**src/rtl/score_to_ascii.sv**
```systemverilog
// score_to_ascii: sequential double-dabble binary-to-ASCII-decimal converter with start/busy/done handshake.
// Define SCORE_LEADING_BLANK_EN to render leading zero digits as spaces.
module score_to_ascii #(
    parameter int BIN_WIDTH = 16,
    parameter int DIGITS    = 5
) (
    input  logic                 clk,
    input  logic                 rst_l,
    input  logic                 start,
    input  logic [BIN_WIDTH-1:0] bin,
    output logic                 busy,
    output logic                 done,
    output logic                 overflow,
    output logic [7:0]           ascii [DIGITS]
);
    localparam int CW = BIN_WIDTH > 1 ? $clog2(BIN_WIDTH) : 1;
    localparam int BW = 4 * DIGITS;
`ifdef SCORE_LEADING_BLANK_EN
    localparam bit BLANK = 1'b1;
`else
    localparam bit BLANK = 1'b0;
`endif

    typedef enum logic [1:0] {IDLE, SHIFT, FORMAT} state_t;

    state_t               state, state_nxt;
    logic [BIN_WIDTH-1:0] sreg;
    logic [BW-1:0]        bcd, bcd_adj;
    logic [CW-1:0]        cnt;
    logic                 ovf;
    logic                 seen;
    logic [3:0]           nib;
    logic [7:0]           fmt [DIGITS];

    function automatic logic [7:0] rst_char(int i);
        return (BLANK && i != DIGITS - 1) ? 8'h20 : 8'h30;
    endfunction

    always_ff @(posedge clk or negedge rst_l)
        if (!rst_l) state <= IDLE;
        else        state <= state_nxt;

    always_comb
        state_nxt = state == IDLE  ? (start ? SHIFT : IDLE) :
                    state == SHIFT ? (cnt == '0 ? FORMAT : SHIFT) : IDLE;

    always_comb begin
        busy = state != IDLE;
        for (int k = 0; k < DIGITS; k++)
            bcd_adj[4*k+:4] = bcd[4*k+:4] >= 4'd5 ? bcd[4*k+:4] + 4'd3 : bcd[4*k+:4];
    end

    // Scan from the most significant digit; the last digit always counts as seen so 0 prints '0'.
    always_comb begin
        seen = 1'b0;
        nib  = '0;
        for (int i = 0; i < DIGITS; i++) begin
            nib    = bcd[4*(DIGITS-1-i)+:4];
            seen   = seen | (nib != 4'd0) | (i == DIGITS - 1);
            fmt[i] = ovf ? 8'h39 : (BLANK && !seen) ? 8'h20 : {4'h3, nib};
        end
    end

    always_ff @(posedge clk or negedge rst_l)
        if (!rst_l) begin
            sreg     <= '0;
            bcd      <= '0;
            cnt      <= '0;
            ovf      <= 1'b0;
            done     <= 1'b0;
            overflow <= 1'b0;
            for (int i = 0; i < DIGITS; i++) ascii[i] <= rst_char(i);
        end else begin
            done <= state == FORMAT;
            if (state == IDLE && start) begin
                sreg <= bin;
                bcd  <= '0;
                ovf  <= 1'b0;
                cnt  <= CW'(BIN_WIDTH - 1);
            end
            if (state == SHIFT) begin
                {bcd, sreg} <= {bcd_adj, sreg} << 1;
                ovf         <= ovf | bcd_adj[BW-1];
                cnt         <= cnt - CW'(1);
            end
            if (state == FORMAT) begin
                ascii    <= fmt;
                overflow <= ovf;
            end
        end
endmodule

```
**config.mk**
```make
export PLATFORM = sky130hd
export DESIGN_NAME = score_to_ascii
export DESIGN_NICKNAME = d
export VERILOG_FILES = /design/src/rtl/score_to_ascii.sv
export SDC_FILE = /design/constraint.sdc
export NUM_CORES = 1
export LEC_CHECK = 0
export CAP_MARGIN = 5
export CORE_AREA = 2 2 101 103
export CTS_CLUSTER_DIAMETER = 120
export DETAILED_ROUTE_END_ITERATION = 16
export DIE_AREA = 0 0 103 105
export DONT_BUFFER_PORTS = 1
export PLACE_DENSITY_LB_ADDON = 0.1
export SKIP_CTS_REPAIR_TIMING = 1
export SYNTH_ARGS = -nofsm -noshare
export SYNTH_HDL_FRONTEND = slang
export SYNTH_SLANG_ARGS = --single-unit
```
**constraint.sdc**
```tcl
create_clock -name clk -period 1.6 [get_ports clk]
set_clock_uncertainty 0.15 [all_clocks]
set_input_delay 0.4 -clock clk [delete_from_list [all_inputs] [get_ports clk]]
set_output_delay 0.4 -clock clk [all_outputs]
set_load 0.02 [all_outputs]
```
==> flow_summary_export.csv <==
group,metric,value,unit
synth,synth.distinct_cells,34,
setup_path,critPathMaxStageDelay,0.40,ns
pwr,ir_drop,836.5,uV
sta,maxSlewViolCount,0,
sta,fin_crit_sh,105.5,%
placed_design,detailed_place.area,3677,um2
pwr,power_density,2107,nW/um2
placed_design,gp_congestion,0.7203,
synth,ys_top_cells_by_area,"dfrtp_1, nand2_1, o21ai_0",
layout,area.sequential,1628,um2
global_routing,antenna_found_initial,0,
drt,drtIter0Drc,71,
pwr,p_leak,1.859,nW
floorplanning,die_area,10820,um2
sta,setup_violations,14,
clocking,cts_num_sinks,65,
layout,nFillCells,1007,
sta,rsz0062_at_grt,"true",
drt,avgRoutedWirePerCell,13.69,um
clocking,numCtsBuffers,9,
sta,max_clock_freq,0.5925,GHz
setup_path,path_cells,"buf_6, or2_4",
setup_path,crit_buf_inv,1,
pwr,switching_power,0.003475,W
synth,ys.flop_type,"dfrtp_1",
hold_path,hold_class,"in2async",
layout,nNetsFinal,428,
layout,fin_cells,535,
global_routing,grt-ovfl-total,0,
layout,diodes,0,
pwr,power_frac_seq,34.0,%
placed_design,hpwl,4799,um
clocking,cts.clk_slew.worst_paths,0.07,ns
synth,synth_top_cell_by_area,"dfrtp_1",
setup_path,worstPathRequired,1.05,ns
layout,synthToLayoutAreaGrowth,24.46,%
global_routing,groute.usage.overall,13.97,%
drt,first_pass_iters,4,
setup_path,worst_path_max_delay_cell,"dfrtp_1",
drt,num_vias,2488,
global_routing,grt_pass1_vias,2408,
layout,drive_above_1_share,28.61,%
global_routing,grt_pass1_wl,11700,um
setup_path,crit_fanout,7,
synth,syn_area,3329,um2
setup_path,start_kind,"register",
clocking,cts_tree,"yes",
synth,synth-edff-count,0,
placed_design,portBuffers,0,
placed_design,dp_cells,508,
setup_path,critPathTopFamily,"flip-flops",
synth,synth.avg_cell_area,9.274,um2
drt,vias_per_cell,4.650,
sta,hold_viol_final,65,
clocking,insertion_delay,0.34,ns
synth,synth_warnings,0,
floorplanning,core,9639,um2
synth,synth_common_cells,"nand2_1, dfrtp_1, o21ai_0",
floorplanning,die_x,103,um
floorplanning,die_h,105,um
floorplanning,rows,36,
run_status,status,"finished, violations left",
synth,ys_seq_area_share,48.85,%
layout,final_util,42.99,%
pwr,sw_frac_of_total,39.81,%
pwr,internal_power,0.005255,W
setup_path,end_kind,"primary output",
drt,drt.antenna.violating_nets,0,
setup_path,path_class,"reg2out",
clocking,htreeDepth,3,
synth,synth_top_area_share,48.85,%
sta,hold_ws,-0.4072,ns
clocking,clock_path_buffers,2,
sta,setup_ws,-0.08772,ns
sta,final.min_clock_period,1.688,ns
global_routing,grt_max_degree,66,
pwr,pwr-share-comb,51.8,%
synth,ys_async_sr_fraction,100.0,%
synth,synth.most_common_cell,"nand2_1",
flow_run,maxCapViolCount,0,
drt,route.detailed.drc,0,
layout,multi_input_comb_area,1653,um2
floorplanning,io_pins,62,
drt,routed_wl,7323,um
synth,synth_seq_cells,65,
pwr,power_frac_clock,14.2,%
setup_path,arrival,1.14,ns
floorplanning,initial_core_util,34.54,%
synth,syn_inst,359,
run_status,violations,"negative hold slack, negative setup slack",
clocking,cts_root_buf,"clkbuf_8",
layout,fin_area,4144,um2
-- metrics by stage --
step	hold slack, ns	worst slack (ns)	total power (W)	TNS, ns
final	-0.4072	-0.08772	0.008731	-0.4462
after global routing	-0.4468	-0.1306	0.009509	-1.550
after CTS	-0.4321	-0.2766	0.008030	-0.4421
after detailed placement	-0.04399	-0.04022	0.006736	-0.08105
after global placement	-0.04426	0.01141	0.006676	0
after floorplan	-0.04559	-0.02363	0.005456	-0.02436
-- routing by layer --
| layer | routed length, um | GRT usage (%) |
|---|---|---|
| met1 | 3347 | 18.43 |
| met2 | 3536 | 21.43 |
| met3 | 377 | 5.284 |
| met4 | 62 | 3.665 |
| met5 | 0 | 0 |
-- cell usage in the layout, fill, tap and decap left out, types with 3 or more instances in the layout --
cell type   instances
xnor2_1             6
mux2_4              3
inv_1               5
clkinvlp_4          3
xor2_1              4
dfrtp_1            64
a21oi_4             3
o32ai_2             4
a22o_1              6
inv_2              10
nor2_1             30
conb_1             20
nand3_1             9
buf_12              5
ha_4                5
o21ai_2             3
a31oi_1            15
buf_6               4
clkbuf_8           10
o21ai_0            32
ha_1                3
nand2_1            70
buf_4              40
nand2b_1            3
nand2b_4            5
o31ai_1             5
ha_2                3
a21oi_1             3
o21ai_1             6
-- sequential cells by signal (all words and copies together) (netlist names) --
name      count
overflow      1
state         2
ascii        20
cnt           4
done          1
ovf           1
bcd          20
sreg         16
-- area by class of cell --
class	instances	area share, %
inverters	15	1.359
multi-input cells	257	39.89
flip-flops and latches	65	39.28
clock inverters	5	0.7850
repair buffers	50	11.35
well taps	133	4.016
clock buffers	10	3.321
-- cells by family (layout without fill, tap and decap cells) --
logic type | Yosys count | after routing | synth area share, %
DFF | 65 | 65 | 48.85
buffers and inverters | 55 | 80 | 9.621
xor gates and xnor gates | 10 | 10 | 2.630
AOI/OAI and AO/OA | 83 | 83 | 15.90
other | 2 | 20 | 0.2256
adders and majority gates | 11 | 11 | 4.134
and+or+nand+nor | 129 | 129 | 17.29
muxes | 4 | 4 | 1.353
-- worst paths after layout --
check	start	end	slack (ns)	depth (start not counted)
min in group clk	bin[6]	sreg[6]$_DFFE_PN0P_	0.04	2
max in group asynchronous	rst_l	bcd[8]$_DFFE_PN0P_	1.57	0
max	state[0]$_DFF_PN0_	busy	-0.09	2
max reg2reg	state[0]$_DFF_PN0_	sreg[7]$_DFFE_PN0P_	-0.05	6
min reg2reg	sreg[15]$_DFFE_PN0P_	bcd[0]$_DFFE_PN0P_	0.34	1
min	rst_l	ascii[32]$_DFFE_PN0P_	-0.41	0
-- power groups by stage --
stage	sequential, W	clock (W)	combinational [W]
after floorplan	0.00283	0	0.00263
after global placement	0.00294	0	0.00373
after detailed placement	0.00295	0	0.00378
after CTS	0.00292	0.00130	0.00381
after global routing	0.00306	0.00138	0.00507
final	0.00297	0.00124	0.00453
Note: power is estimated with default switching activity, not from simulation.
